$ cat config.mk
export PLATFORM = sky130hd
export DESIGN_NAME = gate5_bist_ctrl
export DESIGN_NICKNAME = d
export VERILOG_FILES = /design/src/rtl/gate5_bist_ctrl.sv
export SDC_FILE = /design/constraint.sdc
export NUM_CORES = 1
export LEC_CHECK = 0
export ABC_AREA = 1
export CAP_MARGIN = 25
export CORE_MARGIN = 10
export CORE_UTILIZATION = 30
export DETAILED_ROUTE_END_ITERATION = 6
export GPL_ROUTABILITY_DRIVEN = 0
export PLACE_DENSITY = 0.48
export SLEW_MARGIN = 20
export SYNTH_ARGS = -nofsm -noshare
export SYNTH_HDL_FRONTEND = slang
export SYNTH_SLANG_ARGS = --single-unit
$ cat constraint.sdc
create_clock -name clk -period 4.35 [get_ports clk]
set_clock_uncertainty 0.05 [all_clocks]
set_input_delay 0.435 -clock clk [delete_from_list [all_inputs] [get_ports clk]]
set_output_delay 0.435 -clock clk [all_outputs]
set_load 0.01 [all_outputs]
$ cat src/rtl/gate5_bist_ctrl.sv
// Built-in self-test sequencer for AND5/OR5 gate cells: walks every input pattern, checks the gate output.
// Define GATE5_BIST_STOP_ON_FAIL_EN to end a run at the first mismatch instead of applying all patterns.
module gate5_bist_ctrl #(
  parameter int N_INPUTS      = 5,
  parameter int SETTLE_CYCLES = 2
) (
  input  logic                clk,
  input  logic                rst,
  input  logic                start,
  input  logic                mode,
  input  logic                dut_o,
  output logic [N_INPUTS-1:0] dut_i,
  output logic                busy,
  output logic                done,
  output logic                pass,
  output logic [N_INPUTS:0]   fail_cnt,
  output logic [N_INPUTS-1:0] first_fail,
  output logic                first_fail_vld
);

  localparam int CNT_W  = N_INPUTS + 1;
  localparam int WAIT_W = (SETTLE_CYCLES > 1) ? $clog2(SETTLE_CYCLES) : 1;
  localparam logic [WAIT_W-1:0]   WAIT_LOAD = WAIT_W'(SETTLE_CYCLES - 1);
  localparam logic [N_INPUTS-1:0] LAST_PAT  = '1;

  typedef enum logic [1:0] {IDLE, SETTLE, CHECK, DONE} state_t;

  state_t              state, next_state;
  logic [N_INPUTS-1:0] pat;
  logic [WAIT_W-1:0]   wait_cnt;
  logic                mode_q;
  logic                expected;
  logic                mismatch;
  logic                stop_run;
  logic [CNT_W-1:0]    fail_cnt_inc;

  assign expected     = mode_q ? (|pat) : (&pat);
  assign mismatch     = (dut_o != expected);
  assign fail_cnt_inc = fail_cnt + CNT_W'(mismatch);

`ifdef GATE5_BIST_STOP_ON_FAIL_EN
  assign stop_run = mismatch;
`else
  assign stop_run = 1'b0;
`endif

  assign dut_i = pat;
  assign busy  = (state != IDLE);
  assign done  = (state == DONE);

  always_ff @(posedge clk or posedge rst) begin
    if (rst) state <= IDLE;
    else     state <= next_state;
  end

  always_comb begin
    next_state = state;
    case (state)
      IDLE:    if (start) next_state = SETTLE;
      SETTLE:  if (wait_cnt == '0) next_state = CHECK;
      CHECK:   next_state = ((pat == LAST_PAT) || stop_run) ? DONE : SETTLE;
      DONE:    next_state = IDLE;
      default: next_state = IDLE;
    endcase
  end

  // Pattern, settle timer and result registers; results persist in IDLE until the next accepted start.
  always_ff @(posedge clk or posedge rst) begin
    if (rst) begin
      pat            <= '0;
      wait_cnt       <= '0;
      mode_q         <= 1'b0;
      fail_cnt       <= '0;
      first_fail     <= '0;
      first_fail_vld <= 1'b0;
      pass           <= 1'b0;
    end else begin
      case (state)
        IDLE: begin
          if (start) begin
            mode_q         <= mode;
            pat            <= '0;
            fail_cnt       <= '0;
            first_fail     <= '0;
            first_fail_vld <= 1'b0;
            pass           <= 1'b0;
            wait_cnt       <= WAIT_LOAD;
          end
        end
        SETTLE: begin
          if (wait_cnt != '0) wait_cnt <= wait_cnt - WAIT_W'(1);
        end
        CHECK: begin
          fail_cnt <= fail_cnt_inc;
          if (mismatch && !first_fail_vld) begin
            first_fail     <= pat;
            first_fail_vld <= 1'b1;
          end
          if (next_state == DONE) begin
            pass <= (fail_cnt_inc == '0);
          end else begin
            pat      <= pat + N_INPUTS'(1);
            wait_cnt <= WAIT_LOAD;
          end
        end
        default: ;
      endcase
    end
  end

endmodule
# Word level (Yosys, flattened, before mapping)
# Index checks and enable logic that the tools add are counted.
[totals]
register_bits = 22
in_bits = 5
output_inout_bits = 20
wordCells = 57
[op_classes]
n_addsub = 3
n_eq_ne = 10
mux = 21
n_reduce_logical = 15
[ops]
columns = ["op", "count"]
rows = [
  ["5-bit case mux with 2 select lines", 2],
  ["5-bit two-way mux", 3],
  ["6-bit case mux with 2 select lines", 1],
  ["3-bit AND reduction", 4],
  ["2-bit inequality test, second input constant", 4],
  ["2-bit case mux with 4 select lines", 1],
  ["1-bit two-way mux", 7],
  ["6-bit by 1-bit adder with 6-bit output", 1],
  ["2-bit equality test, second input constant", 3],
  ["6-bit zero test", 1],
  ["2-bit two-way mux", 3],
  ["6-bit two-way mux", 1],
  ["5-bit by 1-bit adder with 5-bit output, second input constant", 1],
  ["5-bit equality test, second input constant", 1],
  ["5-bit AND reduction", 1],
  ["5-bit OR reduction", 1],
  ["1-bit case mux with 2 select lines", 2],
  ["2-bit AND reduction", 2],
  ["2-bit nonzero test", 2],
  ["1-bit case mux with 3 select lines", 1],
  ["3-bit nonzero test", 1],
  ["2-bit by 1-bit equality test with 1-bit output, second input constant", 1],
  ["2-bit zero test", 1],
  ["1-bit logical AND", 1],
  ["3 further kinds", 3],
]

# Depth between registers and ports, before layout
# Gate-level depths: netlist of the first run.
[depth]
depth_word = 7
depth_mapped = 17
ltp_nobuf = 16

# Worst setup path before layout of the first run
# Ideal clock, no wire load.
[synth_path]
kind = "flip-flop to flip-flop"
from = "reg pat[0], in the netlist dut_i[0]"
to = "reg pass"
setup_time_ns = 0.065
arrival_time_ns = 2.344
required_ns = 4.235
setup_slack_ns = 1.891
stages_incl_launch_ff = 18
n_path_buf = 1
period_less_slack_ns = 2.459
cell_sequence = "dfrtp_1 -> ha_1 -> nand2_1 -> nor2_1 -> ha_1 -> inv_1 -> nand2_1 -> nand2_1 -> nand2_1 -> and2_1 -> buf_2 -> ha_1 -> ha_1 -> xnor2_1 -> nand4_1 -> nor2_1 -> nand4_1 -> nand2_1"
[synth_between]
elab_chain_len = 7
elab_cells_between_ends = 14
classes_between = "add/sub (1); eq/ne (4); mux (5); reduce/logical (4)"
[synth_lines]
columns = ["element", "line_no", "text"]
rows = [
  ["start: declaration", "29", "logic [N_INPUTS-1:0] pat;"],
  ["start signal: assignment", "102", "pat <= pat + N_INPUTS'(1);"],
  ["5-bit AND reduction / 5-bit OR reduction (equally long branches)", "37", "assign expected = mode_q ? (|pat) : (&pat);"],
  ["1-bit two-way mux", "37", ""],
  ["1-bit inequality test", "38", "assign mismatch = (dut_o != expected);"],
  ["6-bit by 1-bit adder with 6-bit output", "39", "assign fail_cnt_inc = fail_cnt + CNT_W'(mismatch);"],
  ["6-bit zero test", "100", "pass <= (fail_cnt_inc == '0);"],
  ["1-bit two-way mux", "99", "if (next_state == DONE) begin"],
  ["1-bit case mux with 2 select lines", "78", "case (state)"],
  ["end signal: assignment", "100", ""],
  ["end: declaration", "15", "output logic pass,"],
]
# Several ways; a longest one is shown, not always the timed one. The select of a mux whose other input is x is not followed.
# A chain may end at the register's enable or synchronous reset.

# Final worst setup path of the first run
# Ends and elaborated chain as after synthesis.

==> summary.md, run 1 <==
| Metric | Value |
|---|---|
| Max-capacitance violation count | 0 |
| Clock power frac | around a fifth |
| Global-route usage over all layers | around 9% |
| Status | complete, no violations |
| WP data arrival | ~2.8 ns |
| Metal-1 WL | 1.227 mm |
| Cell Area, Synth | about 1100 sq um |
| Yosys warns | 0 |
| Starting Density | a little under a third |
| Chip width | 81.84 um |
| Cell accounting for the most synthesized area | dfrtp_1 |
| Core Area | 3689 sq um |
| Height of the die | between 80 and 90 um |
| Unique masters post-synth | 23 |
| Post-layout util | just over 40% |
| Via density | roughly 4.6 |
| Ant. Diodes | 0 |
| Nature of the critical path endpoint | flop |
| PwrDens | between 500 and 600 nW/um^2 |
| Worst Path Required | 4.51 ns |
| Psw | 304.8 uW |
| CP top delay family | simple AND/OR/NAND/NOR gates |
| Number of DRC markers in iteration 0 | 62 |
| Later-pin clock latency in the skew report | roughly 0.26 ns |
| Clk buf depth | 2 |
| Met2 routed wirelength | ~1.2 mm |
| Post-Syn Nets | 147 |
| CP max stage delay | about 0.43 ns |
| Ports | 25 |
| Comb pwr share | between 40% and 50% |
| Layout cell share with drive strength beyond 1 | under 10% |
| Worst-path cell chain | ha_1, nand2_1, nor2_1, ha_1, inv_1, nand2_1, nand2_1, nand2_1, and2_1, ha_1, ha_1, xnor2_1, nand4_1, nor2_1, nand4_1, nand2_1 |
| # hold bufs at CTS | 0 |
| Tmin final | approximately 2.6 ns |
| Total internal power | 463.7 uW |
| CTS Buf Count | 3 |
| Net switching fraction of the power | 39.66% |
| P_leak | slightly above 0.0007 uW |
| Top_reg_cell synth | dfrtp_1 |
| Sequential share of the synthesized area | 47.98% |
| Clock-pin slew on the worst setup and hold paths | 0.08 ns |
| Post-synth EDFFs | 0 |
| Most Frequent Cell on Critical Path | nand2_1 |
| Buffers on Ports | 24 |
| # rows | 22 |
| Vias in the first global route | about 1,000 |
| Syn-to-layout area delta | 30.10% |
| Critical-path maximum fanout | 7 |
| Gr ovfl total | 0 |
| H-tree depth | 1 |
| Post-CTS setup buffer count | 0 |
| Hold Vio Cnt, Final | 0 |
| Max Clk Rate | between 300 and 400 MHz |
| Root Buffer | clkbuf_8 |
| Sequential share of power | 38.5% |
| Worst path slowest cell | dfrtp_1 |
| Vias | around 960 |
| Drt drc | 0 |
| Fraction of registers with async set/reset | between 90% and 100% |
| Min-Delay Path Class | flop to flop |
| Avg Inst Size Synth | ~8.4 sq um |
| Worst path buffer plus inverter count | 1 |
| DR WL/cell | 12.65 um |
| Tcrit/Tclk final | 60.88% |
| Max-slew violation count | 0 |
| DP HPWL | 2.065 mm |
| RSZ-0062 raised after global routing | no |
| Slew Limit Headroom | a little over two fifths |
| Post-Route WL | between 2 and 3 mm |
| Clock sinks | 22 |
| Pin count of the biggest net entering global routing | 23 |
| Synth Register Bits | 22 |
| WL met3 | 211 um |
| CTS tree | built |
| Initial antenna violation count | 0 |
| Max VDD drop | 293.7 uV |
| Crit Path Category | flop to flop |
| Post-synth top area share | roughly 48% |
| Fin nets | roughly 170 |
| Post-Syn Instances | between 100 and 150 |
| Critical Path Source Type | flop |
| Post-cts resize count | 0 |
| First-pass GRT wire length | 4.761 mm |
| Slew @ Worst Pin | around 0.86 ns |
| ANT nets after route | 0 |
| Post-route setup TNS | 0 ns |
| Endpoints failing setup | 0 |
| Area contributors post-synth | dfrtp_1, nand2_1, inv_1 |
| Drt first pass iters | 4 |
| Top routing layer in use | met4 |
| Die area | 6698 sq um |
## final cells by class
cell class	count	area (sq um)
well taps	48	60.06
repair buffers	24	240.2
inverters	22	82.58
multi-input cells	91	504.2
flip-flops and latches	22	550.5
fillers	385	2196
clock buffers	4	55.05
## sequential cells by signal (all words and copies together) (netlist names)
register        flops
dut_i               5
fail_cnt            6
first_fail          5
first_fail_vld      1
mode_q              1
pass                1
state               2
wait_cnt            1
## cell usage in the layout, fill, tap and decap left out, types with 4 or more instances in the layout
cell | synthesis | final
o21ai_0 | 7 | 7
a21oi_1 | 4 | 4
ha_1 | 5 | 5
nand4_1 | 7 | 7
clkdlybuf4s50_1 | 0 | 24
inv_1 | 19 | 19
dfrtp_1 | 22 | 22
nor2_1 | 5 | 5
clkbuf_8 | 0 | 4
nand2_1 | 32 | 32
nand3_1 | 14 | 14
## power by group through the flow
stage	clock network [uW]	registers (uW)	logic [uW]
finish	146	296	326
global route	161	305	374
CTS	155	295	333
detailed placement	0	299	332
global placement	0	297	331
floorplan	0	303	199
## stage by stage
step | std cells | total power [uW] | setup slack (ns) | hold WS (ns) | cell area (sq um)
2_1_floorplan | 137 | 502.4 | 1.891 | 0.3742 | 1147
3_3_place_gp | 207 | 628.3 | 1.757 | 0.4096 | 1438
3_5_place_dp | 207 | 631.0 | 1.734 | 0.4084 | 1438
4_1_cts | 211 | 782.6 | 1.707 | 0.4296 | 1493
5_1_grt | 211 | 839.1 | 1.367 | 0.4600 | 1493
6_report | 211 | 768.5 | 1.702 | 0.4251 | 1493
## kinds of logic (layout without fill, tap and decap cells)
logic type	count (synthesis)	in the layout	synth area share (%)
AOI/OAI and AO/OA	16	16	7.306
buffers and inverters	24	50	8.070
xor gates and xnor gates	4	4	3.054
and+or+nand+nor	66	66	28.14
DFF	22	22	47.98
adders and majority gates	5	5	5.453
## worst min-delay path: cells and delay by family (launching register included)
| kind | cells | cell delay [ns] |
|---|---|---|
| DFF | 1 | 0.35 |
| and+or+nand+nor | 2 | 0.09 |
## routing by layer
| metal | up-vias | track usage, % |
|---|---|---|
| met2 | 20 | 13.87 |
| met1 | 438 | 11.11 |
| met3 | 2 | 3.821 |
| met4 | 0 | 3.061 |
| li1 | 501 | - |
| met5 | - | 0 |
## path summary, 6_finish.rpt
kind | start | end | slack, ns | depth (start not counted)
min in group asynchronous | rst | fail_cnt[5] | 0.60 | 2
max | dut_i[0] | pass | 1.70 | 16
min | first_fail[3] | first_fail[3] | 0.43 | 2
min reg2reg | first_fail[3] | first_fail[3] | 0.43 | 2
max reg2reg | dut_i[0] | pass | 1.70 | 16
max in group asynchronous | rst | fail_cnt[0] | 3.12 | 2
## cell usage after synthesis, types with 2 or more instances
| cell | instances |
|---|---|
| inv_2 | 3 |
| ha_1 | 5 |
| nand2_4 | 2 |
| o21ai_1 | 3 |
| nand4_1 | 7 |
| buf_2 | 2 |
| nand3_1 | 14 |
| o21ai_0 | 7 |
| inv_1 | 19 |
| dfrtp_1 | 22 |
| nand2_1 | 32 |
| xor2_1 | 3 |
| a21oi_1 | 4 |
| nor2_1 | 5 |
Note: power is estimated with default switching activity, not from simulation.
==> run 2: changes to the inputs <==
PLACE_DENSITY = 0.5   (was 0.48)
clock period = 2.4 ns   (was 4.35 ns; I/O delays follow)
==> summary.md, run 2 (synthesis gave the netlist of run 1 again) <==
| Metric | Value |
|---|---|
| Status | complete, no violations (unchanged) |
| Vias in the first global route | 1,015 (was 997) |
| Die area | 6698 sq um (unchanged) |
| Most common cell after layout, fill and taps aside | nand2_1 (unchanged) |
| Max Clk Rate | 442.2 MHz (was 377.6 MHz) |
| Later-pin clock latency in the skew report | 0.26 ns (about the same) |
| Slew Limit Headroom | 75.15% (was 42.46%) |
| Ports | 25 (unchanged) |
| Syn-to-layout area delta | 38.93% (was 30.10%) |
| R2R depth | 16 (unchanged) |
| Post-route setup TNS | 0 ns (unchanged) |
| Clock sinks | 22 (unchanged) |
| Sequential share of power | 36.2% (was 38.5%) |
| Ant. Diodes | 0 (unchanged) |
| Net switching fraction of the power | 39.90% (was 39.66%) |
| Drt drc | 0 (unchanged) |
| Critical Path Source Type | flop (unchanged) |
| Global-route usage over all layers | 8.772% (was 9.026%) |
| PwrDens | 907.0 nW/um^2 (was 514.9 nW/um^2) |
| Post-Route WL | 2.839 mm (was 2.669 mm) |
| Placed insts | 212 (was 207) |
| Psw | 576.9 uW (was 304.8 uW) |
| Crit Path Category | flop to flop (unchanged) |
| DR WL/cell | 12.96 um (was 12.65 um) |
| P_leak | 0.0007445 uW (was 0.0007088 uW) |
| Tmin final | 2.262 ns (was 2.648 ns) |
| Pin count of the biggest net entering global routing | 23 (unchanged) |
| Max-capacitance violation count | 0 (unchanged) |
| CTS Buf Count | 3 (unchanged) |
| Fin nets | 183 (was 174) |
| Clock power frac | 15.7% (was 19.1%) |
| Multi-input logic area | 551.8 sq um (was 504.2 sq um) |
| Root Buffer | clkbuf_8 (unchanged) |
| CP startpoint | dut_i[1] (was dut_i[0]) |
| Nature of the critical path endpoint | flop (unchanged) |
| Commonest cells after routing, fill and taps aside | nand2_1, clkdlybuf4s50_1, dfrtp_1, inv_1, nand3_1 (unchanged) |
| Register area | 550.5 sq um (unchanged) |
| Clock-pin slew on the worst setup and hold paths | 0.08 ns (about the same) |
| Comb pwr share | 48.1% (was 42.5%) |
| Max VDD drop | 379.1 uV (was 293.7 uV) |
| Largest Register | fail_cnt (unchanged) |
| R2R Path Start | dut_i[1] (was dut_i[0]) |
| Buffers on Ports | 24 (unchanged) |
| First-pass GRT wire length | 4.698 mm (was 4.761 mm) |
| ANT nets after route | 0 (unchanged) |
| Gr ovfl total | 0 (unchanged) |
| Layout cell share with drive strength beyond 1 | 18.71% (was 7.975%) |
| Drt first pass iters | 4 (unchanged) |
| Fillers | 385 (unchanged) |
| Vias | 1,018 (was 961) |
| DP HPWL | 2.147 mm (was 2.065 mm) |
| Core Area | 3689 sq um (unchanged) |
| WP data arrival | 2.42 ns (was 2.81 ns) |
| Post-Layout Cell Count | 219 (was 211) |
| R2R Setup Slk | 0.14 ns (was 1.70 ns) |
| Clk buf depth | 2 (unchanged) |
| Total internal power | 868.9 uW (was 463.7 uW) |
| H-tree depth | 1 (unchanged) |
| Slew @ Worst Pin | 0.3719 ns (was 0.8621 ns) |
| Chip width | 81.84 um (unchanged) |
| CTS tree | built (unchanged) |
| Via density | 4.648 (was 4.555) |
| Initial antenna violation count | 0 (unchanged) |
| Endpoints failing setup | 0 (unchanged) |
| # hold bufs at CTS | 0 (unchanged) |
| Tcrit/Tclk final | 94.23% (was 60.88%) |
| Max-slew violation count | 0 (unchanged) |
| Min-Delay Path Class | input port to asynchronous set/reset pin (was flop to flop) |
| Critical-path maximum fanout | 4 (was 7) |
| Post-DP Area | 1495 sq um (was 1438 sq um) |
| Reg-to-reg endpoint | pass (unchanged) |
| Max reg flops | 6 (unchanged) |
| Crit path to | pass (unchanged) |
| Height of the die | 81.84 um (unchanged) |
| Number of DRC markers in iteration 0 | 87 (was 62) |
| Worst Path Required | 2.56 ns (was 4.51 ns) |
| # rows | 22 (unchanged) |
| Cell area after layout | 1594 sq um (was 1493 sq um) |
| Starting Density | 31.11% (unchanged) |
| Hold Vio Cnt, Final | 0 (unchanged) |
## run 2: cell types whose count changed in the layout (fill, tap and decap cells not counted), sizes merged
cell,before,now
buf,0,9
clkbuf,4,3
## run 2: worst min path at each step
stage	startpoint	to	slack, ns	cells past startpoint
5_1_grt	rst	fail_cnt[5]	0.30	3
3_5_place_dp	first_fail[2]	first_fail[2]	0.41	2
2_1_floorplan	rst	dut_i[0]	0.18	1
3_3_place_gp	first_fail[1]	first_fail[1]	0.41	2
6_report	rst	fail_cnt[3]	0.26	3
4_1_cts	rst	fail_cnt[2]	0.28	3
## run 2: power by group through the flow
| stage | Clock (uW) | Combinational [uW] | Sequential [uW] |
|---|---|---|---|
| CTS | 237 | 668 | 523 |
| finish | 227 | 695 | 523 |
| global route | 245 | 784 | 536 |
| floorplan | 0 | 382 | 553 |
| detailed placement | 0 | 664 | 530 |
| global placement | 0 | 664 | 526 |
## run 2: routing by layer
metal / track usage [%] / share of wire, %
met1: 11.23 / 46
met2: 13.79 / 47
met3: 2.511 / 5.8
met4: 3.061 / 0.95
met5: 0 / 0
## run 2: area by class of cell
type / instances / area share (%)
tap: 48 / 3.768
timing repair buffer: 33 / 19.31
sequential: 22 / 34.54
multi-input combinational: 91 / 34.62
inverter: 22 / 5.181
clock buffer: 3 / 2.590
## run 2: timing repair
action,4_1_cts,5_1_grt
gates resized for setup,0,6
buffers inserted,0,4
endpoints found under the setup margin,0,3
## run 2: through the flow
step	worst slack, ns	hold slack, ns	utilization, %	power [uW]
floorplan	0.001949	0.1792	-	935.5
global placement	0.1332	0.4110	40.54	1191
detailed placement	0.03449	0.4121	40.54	1195
CTS	0.01369	0.2793	41.66	1427
global route	-0.01086	0.3036	43.22	1566
finish	0.1385	0.2625	43.22	1446
## run 2: worst max-delay path, cell delays in order, from the launching register on
cell	delay, ns
dfrtp_1	0.39
ha_2	0.19
nand2_1	0.08
nor2_1	0.05
ha_2	0.18
inv_2	0.08
nand2_2	0.07
nand2_1	0.08
nand2_2	0.05
and2_4	0.14
ha_4	0.15
ha_2	0.18
xnor2_2	0.16
nand4_1	0.11
nor2_1	0.11
nand4_1	0.08
nand2_1	0.06
==> run 3: changes to the inputs <==
PLACE_DENSITY = 0.48   (was 0.5)
clock period = 2.8 ns   (was 2.4 ns; I/O delays follow)
==> summary.md, run 3 (synthesis gave the netlist of run 1 again) <==
| Metric | Value |
|---|---|
| Status | complete, no violations (unchanged) |
| ANT nets after route | 0 (unchanged) |
| Vias | 961 (was 1,018) |
| Largest Register | fail_cnt (unchanged) |
| Slew @ Worst Pin | 0.8251 ns (was 0.3719 ns) |
| Post-route setup TNS | 0 ns (unchanged) |
| Clock-pin slew on the worst setup and hold paths | 0.08 ns (about the same) |
| CTS Buf Count | 3 (unchanged) |
| Max reg flops | 6 (unchanged) |
| Clock sinks | 22 (unchanged) |
| Pin count of the biggest net entering global routing | 23 (unchanged) |
| Most common cell after layout, fill and taps aside | nand2_1 (unchanged) |
| Critical-path maximum fanout | 7 (was 4) |
| Max-slew violation count | 0 (unchanged) |
| Clk buf depth | 2 (unchanged) |
| Gr ovfl total | 0 (unchanged) |
| Hold Vio Cnt, Final | 0 (unchanged) |
| Placed insts | 207 (was 212) |
| Root Buffer | clkbuf_8 (unchanged) |
| Max-capacitance violation count | 0 (unchanged) |
| Die area | 6698 sq um (unchanged) |
| Chip width | 81.84 um (unchanged) |
| Via density | 4.533 (was 4.648) |
| Core Area | 3689 sq um (unchanged) |
| Worst-path cell chain | ha_1, nand2_1, nor2_1, ha_1, inv_1, nand2_1, nand2_1, nand2_1, and2_2, ha_1, ha_1, xnor2_2, nand4_1, nor2_1, nand4_1, nand2_1 (was ha_2, nand2_1, nor2_1, ha_2, inv_2, nand2_2, nand2_1, nand2_2, and2_4, ha_4, ha_2, xnor2_2, nand4_1, nor2_1, nand4_1, nand2_1) |
| CP max stage delay | 0.44 ns (was 0.39 ns) |
| R2R Path Start | dut_i[1] (unchanged) |
| P_leak | 0.0007139 uW (was 0.0007445 uW) |
| H-tree depth | 1 (unchanged) |
| Commonest cells after routing, fill and taps aside | nand2_1, clkdlybuf4s50_1, dfrtp_1, inv_1, nand3_1 (unchanged) |
| # hold bufs at CTS | 0 (unchanged) |
| Post-Layout Cell Count | 212 (was 219) |
| Drt first pass iters | 4 (unchanged) |
| Number of DRC markers in iteration 0 | 30 (was 87) |
| Global-route usage over all layers | 8.579% (was 8.772%) |
| Vias in the first global route | 980 (was 1,015) |
| CP top delay family | simple AND/OR/NAND/NOR gates (unchanged) |
| Starting Density | 31.11% (unchanged) |
| Min-Delay Path Class | flop to flop (was input port to asynchronous set/reset pin) |
| R2R depth | 16 (unchanged) |
| Hold_ws | 0.4226 ns (was 0.2625 ns) |
| Hold Crit Depth | 2 |
| Max Clk Rate | 390.6 MHz (was 442.2 MHz) |
| Most Frequent Cell on Critical Path | nand2_1 |
| DR WL/cell | 12.23 um (was 12.96 um) |
| WP data arrival | 2.72 ns (was 2.42 ns) |
| Buffers on Ports | 24 (unchanged) |
| # rows | 22 (unchanged) |
| Endpoints failing setup | 0 (unchanged) |
| Fillers | 412 (was 385) |
| Later-pin clock latency in the skew report | 0.26 ns (about the same) |
| Post-Route WL | 2.593 mm (was 2.839 mm) |
| Worst Path Required | 2.96 ns (was 2.56 ns) |
| CP startpoint | dut_i[1] (unchanged) |
| Max VDD drop | 254.8 uV (was 379.1 uV) |
| Syn-to-layout area delta | 31.63% (was 38.93%) |
| Fin nets | 175 (was 183) |
| DP HPWL | 2.068 mm (was 2.147 mm) |
| Tcrit/Tclk final | 91.44% (was 94.23%) |
| Initial antenna violation count | 0 (unchanged) |
| Ant. Diodes | 0 (unchanged) |
| Ports | 25 (unchanged) |
| Critical Path Source Type | flop (unchanged) |
| Crit Path Category | flop to flop (unchanged) |
| Reg-to-reg endpoint | pass (unchanged) |
| Levels on crit path | 16 (unchanged) |
| Crit path to | pass (unchanged) |
| CTS tree | built (unchanged) |
| Tmin final | 2.560 ns (was 2.262 ns) |
| PwrDens | 794.6 nW/um^2 (was 907.0 nW/um^2) |
| R2R Setup Slk | 0.24 ns (was 0.14 ns) |
| Layout cell share with drive strength beyond 1 | 10.37% (was 18.71%) |
| Slew Limit Headroom | 44.94% (was 75.15%) |
| Worst path slowest cell | dfrtp_2 (was dfrtp_1) |
| Height of the die | 81.84 um (unchanged) |
| RSZ-0062 raised after global routing | no |
| First-pass GRT wire length | 4.581 mm (was 4.698 mm) |
| Drt drc | 0 (unchanged) |
| Nature of the critical path endpoint | flop (unchanged) |
| Worst path buffer plus inverter count | 1 (unchanged) |
## run 3: cell count changes in the layout (fill, tap and decap cells not counted), sizes merged
cell and change:
buf -8, clkbuf +1
## run 3: how the worst min path moves through the flow
stage / start / endpoint / slack, ns
after floorplan: rst / dut_i[0] / 0.22
after global routing: first_fail[4] / first_fail[4] / 0.46
after CTS: first_fail[3] / first_fail[3] / 0.43
final: first_fail[3] / first_fail[3] / 0.42
after detailed placement: first_fail[3] / first_fail[3] / 0.41
after global placement: first_fail[3] / first_fail[3] / 0.41
## run 3: metal layers
| metal | vias to the layer above | share of wire (%) | track usage (%) |
|---|---|---|---|
| met5 | - | 0 | 0 |
| met4 | 0 | 0.81 | 2.551 |
| met3 | 2 | 6.1 | 2.729 |
| met2 | 20 | 44 | 13.40 |
| met1 | 443 | 49 | 11.05 |
| li1 | 496 | - | - |
## run 3: final cells by class
class / instances / area (sq um) / area share, %
Clock buffer: 4 / 55.05 / 3.645
Multi-Input combinational cell: 91 / 513.0 / 33.97
Sequential cell: 22 / 551.8 / 36.54
Tap cell: 48 / 60.06 / 3.977
Inverter: 22 / 82.58 / 5.468
Timing Repair Buffer: 25 / 247.7 / 16.40
## run 3: what timing repair did
| action | CTS | global route |
|---|---|---|
| setup buffers | 0 | 1 |
| resized for setup | 0 | 3 |
| setup endpoints to repair | 0 | 2 |
## run 3: stage by stage
| step | power, uW | setup slack (ns) | area [sq um] | util (%) |
|---|---|---|---|---|
| 2_1_floorplan | 780.5 | 0.3412 | 1147 | - |
| 3_3_place_gp | 976.8 | 0.2761 | 1438 | 38.98 |
| 3_5_place_dp | 976.1 | 0.2261 | 1438 | 38.98 |
| 4_1_cts | 1207 | 0.2007 | 1493 | 40.47 |
| 5_1_grt | 1312 | 0.02754 | 1510 | 40.94 |
| 6_report | 1200 | 0.2396 | 1510 | 40.94 |
## run 3: worst register-to-register path, cell delays in order (launching register included)
cell     delay (ns)
dfrtp_2        0.44
ha_1           0.20
nand2_1        0.09
nor2_1         0.05
ha_1           0.20
inv_1          0.11
nand2_1        0.08
nand2_1        0.06
nand2_1        0.06
and2_2         0.21
ha_1           0.22
ha_1           0.23
xnor2_2        0.15
nand4_1        0.11
nor2_1         0.10
nand4_1        0.08
nand2_1        0.07
## run 3: power breakdown
part | switching (uW) | internal [uW]
registers | 67.4 | 389
clock network | 104 | 125
logic | 299 | 216
total | 470 | 730
